===== config.mk =====
export PLATFORM = sky130hd
export DESIGN_NAME = ifu
export DESIGN_NICKNAME = d
export VERILOG_FILES = /design/src/rtl/ifu.sv
export SDC_FILE = /design/constraint.sdc
export NUM_CORES = 1
export LEC_CHECK = 0
export CAP_MARGIN = 0
export CORE_MARGIN = 10
export CORE_UTILIZATION = 30
export DETAILED_ROUTE_END_ITERATION = 8
export DONT_BUFFER_PORTS = 1
export GPL_TIMING_DRIVEN = 0
export HOLD_SLACK_MARGIN = 0.02
export MAX_ROUTING_LAYER = met4
export PLACE_DENSITY = 0.41
export SKIP_CTS_REPAIR_TIMING = 1
export SYNTH_ARGS = -nofsm -noshare
export SYNTH_HDL_FRONTEND = slang
export SYNTH_SLANG_ARGS = --single-unit

===== constraint.sdc =====
create_clock -name clk -period 1.82 [get_ports clk]
set_input_delay 0.273 -clock clk [delete_from_list [all_inputs] [get_ports clk]]
set_output_delay 0.273 -clock clk [all_outputs]
set_load 0.01 [all_outputs]

===== src/rtl/ifu.sv =====
// ---------------------------------------------------------------------------
// ifu -- instruction fetch unit
//
// Turns a one-cycle fetch strobe from the fetch stage into a single system-bus
// read, stalls the fetch stage while the read is outstanding and returns the
// fetched word in a register. Misaligned fetch addresses are rejected without
// touching the bus. A watchdog turns a bus that never answers into a bus
// error that completes as a NOP.
//
// Handshake: i_rd_cmd is a strobe sampled only in IDLE. While o_busy is high
// the fetch stage must hold off; a strobe seen in WAIT is dropped. o_bus_rd is
// held with a stable o_bus_addr until the cycle in which i_bus_ack or
// i_bus_err is sampled high (or the watchdog fires); completions seen while
// no read is outstanding are ignored.
//
// Parameters
//   BUS_TIMEOUT  max WAIT cycles without completion before a timeout error;
//                0 disables the watchdog.
//
// Ports
//   clk          clock, all state changes on rising edge
//   nrst         asynchronous active-low reset
//   i_addr       fetch address from the fetch stage
//   i_rd_cmd     one-cycle fetch request strobe
//   o_instr_dat  fetched instruction (registered, NOP on error)
//   o_busy       stall request to the fetch stage (combinational)
//   o_err_align  one-cycle misaligned-fetch pulse
//   o_err_bus    one-cycle bus-error / timeout pulse
//   o_bus_addr   system-bus read address (registered)
//   o_bus_rd     system-bus read request
//   i_bus_data   system-bus read data, valid with i_bus_ack
//   i_bus_ack    system-bus read completion
//   i_bus_err    system-bus error completion
// ---------------------------------------------------------------------------
module ifu #(
    parameter int unsigned BUS_TIMEOUT = 255
) (
    input  logic        clk,
    input  logic        nrst,
    input  logic [31:0] i_addr,
    input  logic        i_rd_cmd,
    output logic [31:0] o_instr_dat,
    output logic        o_busy,
    output logic        o_err_align,
    output logic        o_err_bus,
    output logic [31:0] o_bus_addr,
    output logic        o_bus_rd,
    input  logic [31:0] i_bus_data,
    input  logic        i_bus_ack,
    input  logic        i_bus_err
);

    // Counter holds values 0..BUS_TIMEOUT; keep at least one bit when the
    // watchdog is disabled so the declarations stay legal.
    localparam int unsigned CNT_W = (BUS_TIMEOUT < 2) ? 1 : $clog2(BUS_TIMEOUT + 1);
    localparam bit          TIMEOUT_EN = (BUS_TIMEOUT != 0);
    // The timeout fires in the WAIT cycle whose increment would reach
    // BUS_TIMEOUT, so o_bus_rd is high for exactly BUS_TIMEOUT cycles.
    localparam logic [CNT_W-1:0] TO_LAST = CNT_W'(BUS_TIMEOUT - 1);
    localparam logic [CNT_W-1:0] CNT_MAX = {CNT_W{1'b1}};
    localparam logic [31:0]      NOP     = 32'h0000_0000;

    typedef enum logic {
        ST_IDLE = 1'b0,
        ST_WAIT = 1'b1
    } state_e;

    state_e            state_q, state_d;
    logic [31:0]       bus_addr_q, bus_addr_d;
    logic [31:0]       instr_q, instr_d;
    logic              err_align_q, err_align_d;
    logic              err_bus_q, err_bus_d;
    logic [CNT_W-1:0]  cnt_q, cnt_d;

    logic              aligned;
    logic              timeout_hit;

    assign aligned     = (i_addr[1:0] == 2'b00);
    assign timeout_hit = TIMEOUT_EN && (cnt_q == TO_LAST);

    always_ff @(posedge clk or negedge nrst) begin
        if (!nrst) begin
            state_q     <= ST_IDLE;
            bus_addr_q  <= '0;
            instr_q     <= NOP;
            err_align_q <= 1'b0;
            err_bus_q   <= 1'b0;
            cnt_q       <= '0;
        end else begin
            state_q     <= state_d;
            bus_addr_q  <= bus_addr_d;
            instr_q     <= instr_d;
            err_align_q <= err_align_d;
            err_bus_q   <= err_bus_d;
            cnt_q       <= cnt_d;
        end
    end

    always_comb begin
        state_d     = state_q;
        bus_addr_d  = bus_addr_q;
        instr_d     = instr_q;
        err_align_d = 1'b0;
        err_bus_d   = 1'b0;
        cnt_d       = cnt_q;
        o_busy      = 1'b0;

        case (state_q)
            ST_IDLE: begin
                // Bus completions are not looked at here: nothing is outstanding.
                if (i_rd_cmd) begin
                    if (aligned) begin
                        bus_addr_d = i_addr;
                        cnt_d      = '0;
                        state_d    = ST_WAIT;
                        o_busy     = 1'b1;
                    end else begin
                        err_align_d = 1'b1;
                    end
                end
            end
            ST_WAIT: begin
                o_busy = 1'b1;
                // Error beats ack when both arrive together; a real completion
                // beats the watchdog in the same cycle.
                if (i_bus_err) begin
                    instr_d   = NOP;
                    err_bus_d = 1'b1;
                    state_d   = ST_IDLE;
                end else if (i_bus_ack) begin
                    instr_d = i_bus_data;
                    state_d = ST_IDLE;
                end else if (timeout_hit) begin
                    instr_d   = NOP;
                    err_bus_d = 1'b1;
                    state_d   = ST_IDLE;
                end else if (cnt_q != CNT_MAX) begin
                    cnt_d = cnt_q + 1'b1;
                end
            end
            default: begin
                state_d = ST_IDLE;
            end
        endcase
    end

    assign o_bus_rd    = (state_q == ST_WAIT);
    assign o_bus_addr  = bus_addr_q;
    assign o_instr_dat = instr_q;
    assign o_err_align = err_align_q;
    assign o_err_bus   = err_bus_q;

endmodule


### After elaboration in Yosys (flattened, before gate mapping)

Index checks and enable logic that the tools add are counted.

* register bits after elaboration: 75
* bits of input ports: 69
* logic and storage cells: 45
* output and inout bits: 68

* muxes and demuxes: 24
* bitwise logic cells: 1
* reductions and logical operators: 5
* equality and inequality tests: 8
* $add $sub $neg: 1

Operators with widths (count)
* two-way mux 32 bit: 3
* two-way mux 8 bit: 6
* one-hot mux 8 bit (2 select lines): 1
* two-way mux 1 bit: 12
* inequality test 2 bit (second input constant): 5
* adder 8 x 1 -> 8 bit (second input constant): 1
* equality test 8 bit (second input constant): 1
* inequality test 8 bit (second input constant): 1
* AND reduction 6 bit: 1
* one-hot mux 1 bit (2 select lines): 2
* AND reduction 3 bit: 1
* nonzero test 3 bit: 1
* logical NOT 2 bit: 1
* inequality test 2 x 1 -> 1 bit (second input constant): 1
* AND reduction 2 bit: 1
* NOT 1 bit: 1

### Longest topological paths before layout

Gate-level depths: netlist of run 1.

* depth after elaboration: 6
* mapped depth: 6
* mapped depth without buffers: 6

### Worst setup path after synthesis of run 1

No wires, ideal clock.

* path type: register -> register
* start point: reg state_q (netlist: o_bus_rd)
* end point: reg bus_addr_q[10] (netlist: o_bus_addr[10])
* data arrival time: 1553 ps
* cell stages (with the launch flop): 5
* setup time: 125 ps
* clock period less this slack: 1677 ps
* setup slack: 143 ps
* data required time: 1695 ps
* path buffers: 2
* cells stage by stage: dfrtp_1 -> buf_4 -> nor4b_4 -> buf_2 -> mux2_2

* word-level cells in the longest chain between the ends: 2

RTL lines
* start: declaration: line 68 `state_e state_q, state_d;`
* start signal: assignment: line 90 `state_q <= state_d;`
* NOT 1 bit (no line)
* AND reduction 3 bit (no line)
* end signal: assignment: line 91 `bus_addr_q <= bus_addr_d;`
* end: declaration: line 69 `logic [31:0] bus_addr_q, bus_addr_d;`

No other way between the ends.
A chain may end at the register's enable or synchronous reset.

### Final worst setup path of run 1

* start point: reg state_q (netlist: o_bus_rd)
* end point: reg bus_addr_q[7] (netlist: o_bus_addr[7])

Same word-level chain as after synthesis.

==> metrics, run 1 <==
Worst Skew=8.666 ps; final hold slack=-378.1 ps; Main synth FF type=dfrtp_1; Placement Rows=36; RD Place Congestion=0.7483; synthesized flop and latch total=75; DR pass1 iterations=4; relative slew slack=69.94%; FMAX=575.3 MHz; final wirelength=7497 um; most frequent cells in the layout=dfrtp_1, a22o_1, mux2_2, clkbuf_8, mux2_4; status=finished, violations left; antenna violations before repair=0; Layout area overhead=18.43%; layout cell share with drive strength beyond 1=28.95%; post-layout instance area=3482 um^2; cells after synthesis=205; sw frac=25.82%; Pwr Total=4161 uW; 1st-iter DRT viols=128; port buffer count=0; commonest non-fill, non-tap cell in the layout=dfrtp_1; Final Cycle Share=95.51%; fraction of registers with async set/reset=100.0%; post-placement cell area=3107 um^2; WS Path Type=register to register; initial core utilization=30.50%; die width=119 um; core area=9639 um^2; Synth area leaders=dfrtp_1, mux2_2, a22o_1; vias in the first global route=1883; CTS tree=built; Util after Layout=36.12%; CP Launch Type=register; sequential fraction of the synthesis area=63.83%; Static Leak=0.001576 uW; area leader, netlist=dfrtp_1; # setup viols final=0; Die Ht=119 um; Routed WL per cell=20.77 um; Post-Syn Area=2940 um^2; internal power=3087 uW; Die ar.=14160 um^2; Max Slew Vio Count=0; Clock Root Buffer=clkbuf_8; Worst EP arrival=1960 ps; total negative slack=0 ps; detailed-route via count=1840; maxcap violations=0; Yosys cell types=36; antenna viol nets, final=0; violated checks=negative hold slack; synth warn=0; part of the power in registers=54.1%; # DRC=0; IO Count=137; total congestion overflow=0; crit path max fanout=5; PwrDens=1195 nW/um^2; pin count of the biggest net entering global routing=76; EDFF count, synth=0; worst skew pair latency=340 ps; endpoint class of the critical path=register; # nets final=294; worst-margin pin slew=450.8 ps; Syn Area/Cell=14.34 um^2; Synth top area share=63.83%; # diodes=0; critical path required time=2050 ps; Final HPWL DP=5250 um; clk slew on worst S/H paths=80 ps; CTS buffer count=9; net count after synthesis=276; P_sw=1074 uW; CTS H-tree lvls=3; GRT Total Usage=10.20%; Clock Power Share=37.2%; Comb pwr share=8.7%; Fin. Hold Viols=75; Final Critical Period=1738 ps; DR vias/cell=5.097; clock tree sinks=75; VDD IR-drop max=0.0005548 V; Worst Hold Class=input port to asynchronous set/reset pin; first-pass GRT wire length=11140 um; Max clock buf depth=2
## final timing paths
| check | from | end | slack, ps | depth (start not counted) |
|---|---|---|---|---|
| min | nrst | o_instr_dat[6] | -380 | 0 |
| max reg2reg | o_bus_rd | o_bus_addr[7] | 80 | 6 |
| min in group clk | i_bus_err | o_err_bus | 60 | 1 |
| max in group asynchronous | nrst | o_bus_addr[29] | 2060 | 0 |
| max | o_bus_rd | o_bus_addr[7] | 80 | 6 |
| min reg2reg | cnt_q[7] | cnt_q[7] | 510 | 1 |
## per-layer routing
| layer | wire length, um | vias up | track usage [%] |
|---|---|---|---|
| li1 | - | 807 | - |
| met1 | 3437 | 922 | 13.17 |
| met2 | 2926 | 106 | 12.52 |
| met3 | 1076 | 5 | 6.471 |
| met4 | 56 | 0 | 3.206 |
| met5 | 0 | - | - |
## cell usage after synthesis (2+ instances only)
cell	n
nand2_1	7
nand3_1	4
nor2b_1	4
nor2_1	4
mux2_2	31
a22o_1	33
buf_2	6
and3_1	3
o21ai_0	3
clkbuf_1	5
dfrtp_1	75
o21a_1	2
ha_1	2
a21oi_1	3
nor3b_1	2
## power groups by stage
stage	sequential, uW	clock, uW	combinational [uW]
finish	2250	1550	364
global route	2300	1690	402
CTS	2260	1620	327
detailed placement	2290	0	325
global placement	2300	0	318
floorplan	2210	0	285
## layout make-up
cell class	instances	area, um^2
buffer	12	76.32
clock buffer	10	127.6
clock inverter	6	112.6
fill	968	6157
inverter	1	3.754
multi-input combinational	117	1044
sequential	75	1878
tap	133	166.4
timing repair buffer	7	73.82
## critical path, cell delays in order (launching register included)
cell	delay, ps
dfrtp_2	460
buf_6	150
nor4b_4	250
buf_4	200
buf_6	110
clkbuf_16	140
mux2_2	320
## flip-flops by register name, indices dropped and copies added (netlist names)
register     count
o_bus_addr      32
o_instr_dat     32
cnt_q            8
o_bus_rd         1
o_err_align      1
o_err_bus        1
## logic make-up (layout without fill, tap and decap cells)
family / after synthesis / in the layout / synth area share, %
simple gates: 31 / 31 / 6.468
mux: 33 / 33 / 12.60
flops: 75 / 75 / 63.83
buf+inv: 13 / 36 / 2.043
compound gates: 51 / 51 / 14.21
fa+ha+maj: 2 / 2 / 0.8509
## through the flow
| step | worst slack [ps] | cells |
|---|---|---|
| floorplan | 142.6 | 205 |
| global placement | -96.62 | 338 |
| detailed placement | -121.1 | 338 |
| CTS | -121.3 | 354 |
| global route | -15.44 | 361 |
| finish | 81.64 | 361 |
(Power assumes the default switching activity.)
==> inputs of run 2 (changes only) <==
--- a/config.mk
+++ b/config.mk
@@ -6,6 +6,9 @@
 export NUM_CORES = 1
 export LEC_CHECK = 0
 export CAP_MARGIN = 0
+export CELL_PAD_IN_SITES_DETAIL_PLACEMENT = 1
+export CELL_PAD_IN_SITES_GLOBAL_PLACEMENT = 1
+export CORE_ASPECT_RATIO = 0.9
 export CORE_MARGIN = 10
 export CORE_UTILIZATION = 30
 export DETAILED_ROUTE_END_ITERATION = 8
@@ -13,7 +16,7 @@
 export GPL_TIMING_DRIVEN = 0
 export HOLD_SLACK_MARGIN = 0.02
 export MAX_ROUTING_LAYER = met4
-export PLACE_DENSITY = 0.41
+export PLACE_DENSITY = 0.5
 export SKIP_CTS_REPAIR_TIMING = 1
 export SYNTH_ARGS = -nofsm -noshare
 export SYNTH_HDL_FRONTEND = slang
==> run 2 against run 1 <==
Against the previous run: the run still ends with negative hold slack left; worst setup slack improved by 21 ps; non-clock buffer count decreased by 6; via count decreased by 1.4%; hold slack got worse by 2.4 ps; register-to-register slack improved by 20 ps; critical path depth decreased by 1; clock-buffer cell count decreased by 1; critical path type unchanged; largest power group unchanged.
==> metrics, run 2 (synthesis results as in run 1) <==
die width=124.4 um; Placement Rows=34; worst skew pair latency=340 ps; PwrDens=1258 nW/um^2; clk slew on worst S/H paths=90 ps; Util after Layout=35.41%; GRT Total Usage=11.05%; core area=9614 um^2; Max clock buf depth=2; total congestion overflow=0; Final HPWL DP=5591 um; Static Leak=0.001541 uW; # setup viols final=0; reg2reg setup slack=100 ps; CTS buffer count=9; 1st-iter DRT viols=55; placed cell count=331; vias in the first global route=2050; Worst Skew=14.01 ps; Reg-to-Reg End=o_bus_addr[12]; port buffer count=0; crit path max fanout=10; FILL cells=1024; Layout area overhead=15.79%; Post-Layout Cell Count=347; Crit path top cell by count=buf_6; Max Slew Vio Count=0; violated checks=negative hold slack; clock tree sinks=75; CP peak stage delay=450 ps; DP Worst Slack=-171.2 ps; layout cell share with drive strength beyond 1=28.96%; # DRC=0; critical path cell sequence=buf_6 > nor4b_4 > buf_6 > buf_2 > mux2_2; CTS tree=built; endpoint class of the critical path=register; antenna violations before repair=0; final hold slack=-380.5 ps; Die Ht=113.9 um; IO Count=137; initial core utilization=30.58%; CTS H-tree lvls=3; most frequent cells in the layout=dfrtp_1, a22o_1, mux2_2, clkbuf_8, nand2_1; r2r startpoint=o_bus_rd; Worst Hold Class=input port to asynchronous set/reset pin; RD Place Congestion=0.7670; # nets final=288; Clock Root Buffer=clkbuf_8; FMAX=582.2 MHz; worst-margin pin slew=336.4 ps; WS Path Type=register to register; pin count of the biggest net entering global routing=76; DR vias/cell=5.228; Routed WL per cell=22.08 um; detailed-route via count=1814; first-pass GRT wire length=12250 um; Worst EP arrival=1940 ps; Final Cycle Share=94.37%; post-placement cell area=3098 um^2; post-layout instance area=3405 um^2; Fin. Hold Viols=75; commonest non-fill, non-tap cell in the layout=dfrtp_1; Worst Reg-to-Reg Cells=5; antenna viol nets, final=0; Die ar.=14170 um^2; Final Critical Period=1718 ps; DR pass1 iterations=4; VDD IR-drop max=0.0004772 V; status=finished, violations left; CP Launch Type=register; setup ws final=102.5 ps; final wirelength=7663 um; critical path required time=2040 ps; # diodes=0; critical path's slowest cell=dfrtp_2; maxcap violations=0; relative slew slack=77.49%
[run 2: metrics by stage]
stage	TNS, ps	total power, uW
3_3_place_gp	-4483	2619
6_report	0	4283
4_1_cts	-4789	4355
5_1_grt	-14.22	4509
2_1_floorplan	0	2492
3_5_place_dp	-4464	2628
[run 2: worst max path at each step]
stage	from	cells after the start	slack, ps	to
floorplan	o_bus_rd	4	140	o_bus_addr[10]
global placement	o_bus_rd	5	-160	cnt_q[1]
detailed placement	o_bus_rd	4	-170	o_bus_addr[12]
CTS	o_bus_rd	4	-180	o_bus_addr[12]
global route	o_bus_rd	5	-10	o_bus_addr[12]
finish	o_bus_rd	5	100	o_bus_addr[12]
[run 2: layout make-up]
cell class              instances  area (um^2)  share of cell area [%]
plain buffers                  12        72.57                   2.132
clock inverters                 6        137.6                   4.043
well taps                     126        157.7                   4.631
multi-input cells             117         1020                   29.95
flip-flops and latches         75         1878                   55.16
repair buffers                  1        11.26                  0.3308
inverters                       1        3.754                  0.1103
clock buffers                   9        123.9                   3.638
[run 2: where the power goes]
part,switching [uW],internal (uW)
combinational,117,215
clock,645,1050
sequential,332,1920
[run 2: worst max-delay path, delay by kind of cell (launching register included)]
kind / cells / cell delay (ps)
buffers and inverters: 3 / 560
flip-flops: 1 / 450
multiplexers: 1 / 370
AND/OR/NAND/NOR: 1 / 220
[run 2: per-layer routing]
metal | wire [um] | global-route usage (%)
met3 | 1133 | 7.421
met1 | 3444 | 13.73
met5 | 0 | -
met2 | 3048 | 13.94
met4 | 38 | 3.258
==> inputs of run 3 (changes only) <==
--- a/config.mk
+++ b/config.mk
@@ -17,6 +17,7 @@
 export HOLD_SLACK_MARGIN = 0.02
 export MAX_ROUTING_LAYER = met4
 export PLACE_DENSITY = 0.5
+export RECOVER_POWER = 100
 export SKIP_CTS_REPAIR_TIMING = 1
 export SYNTH_ARGS = -nofsm -noshare
 export SYNTH_HDL_FRONTEND = slang
==> results of run 3 <==
The final DEF is identical to that of run 2; final timing and power are the same.
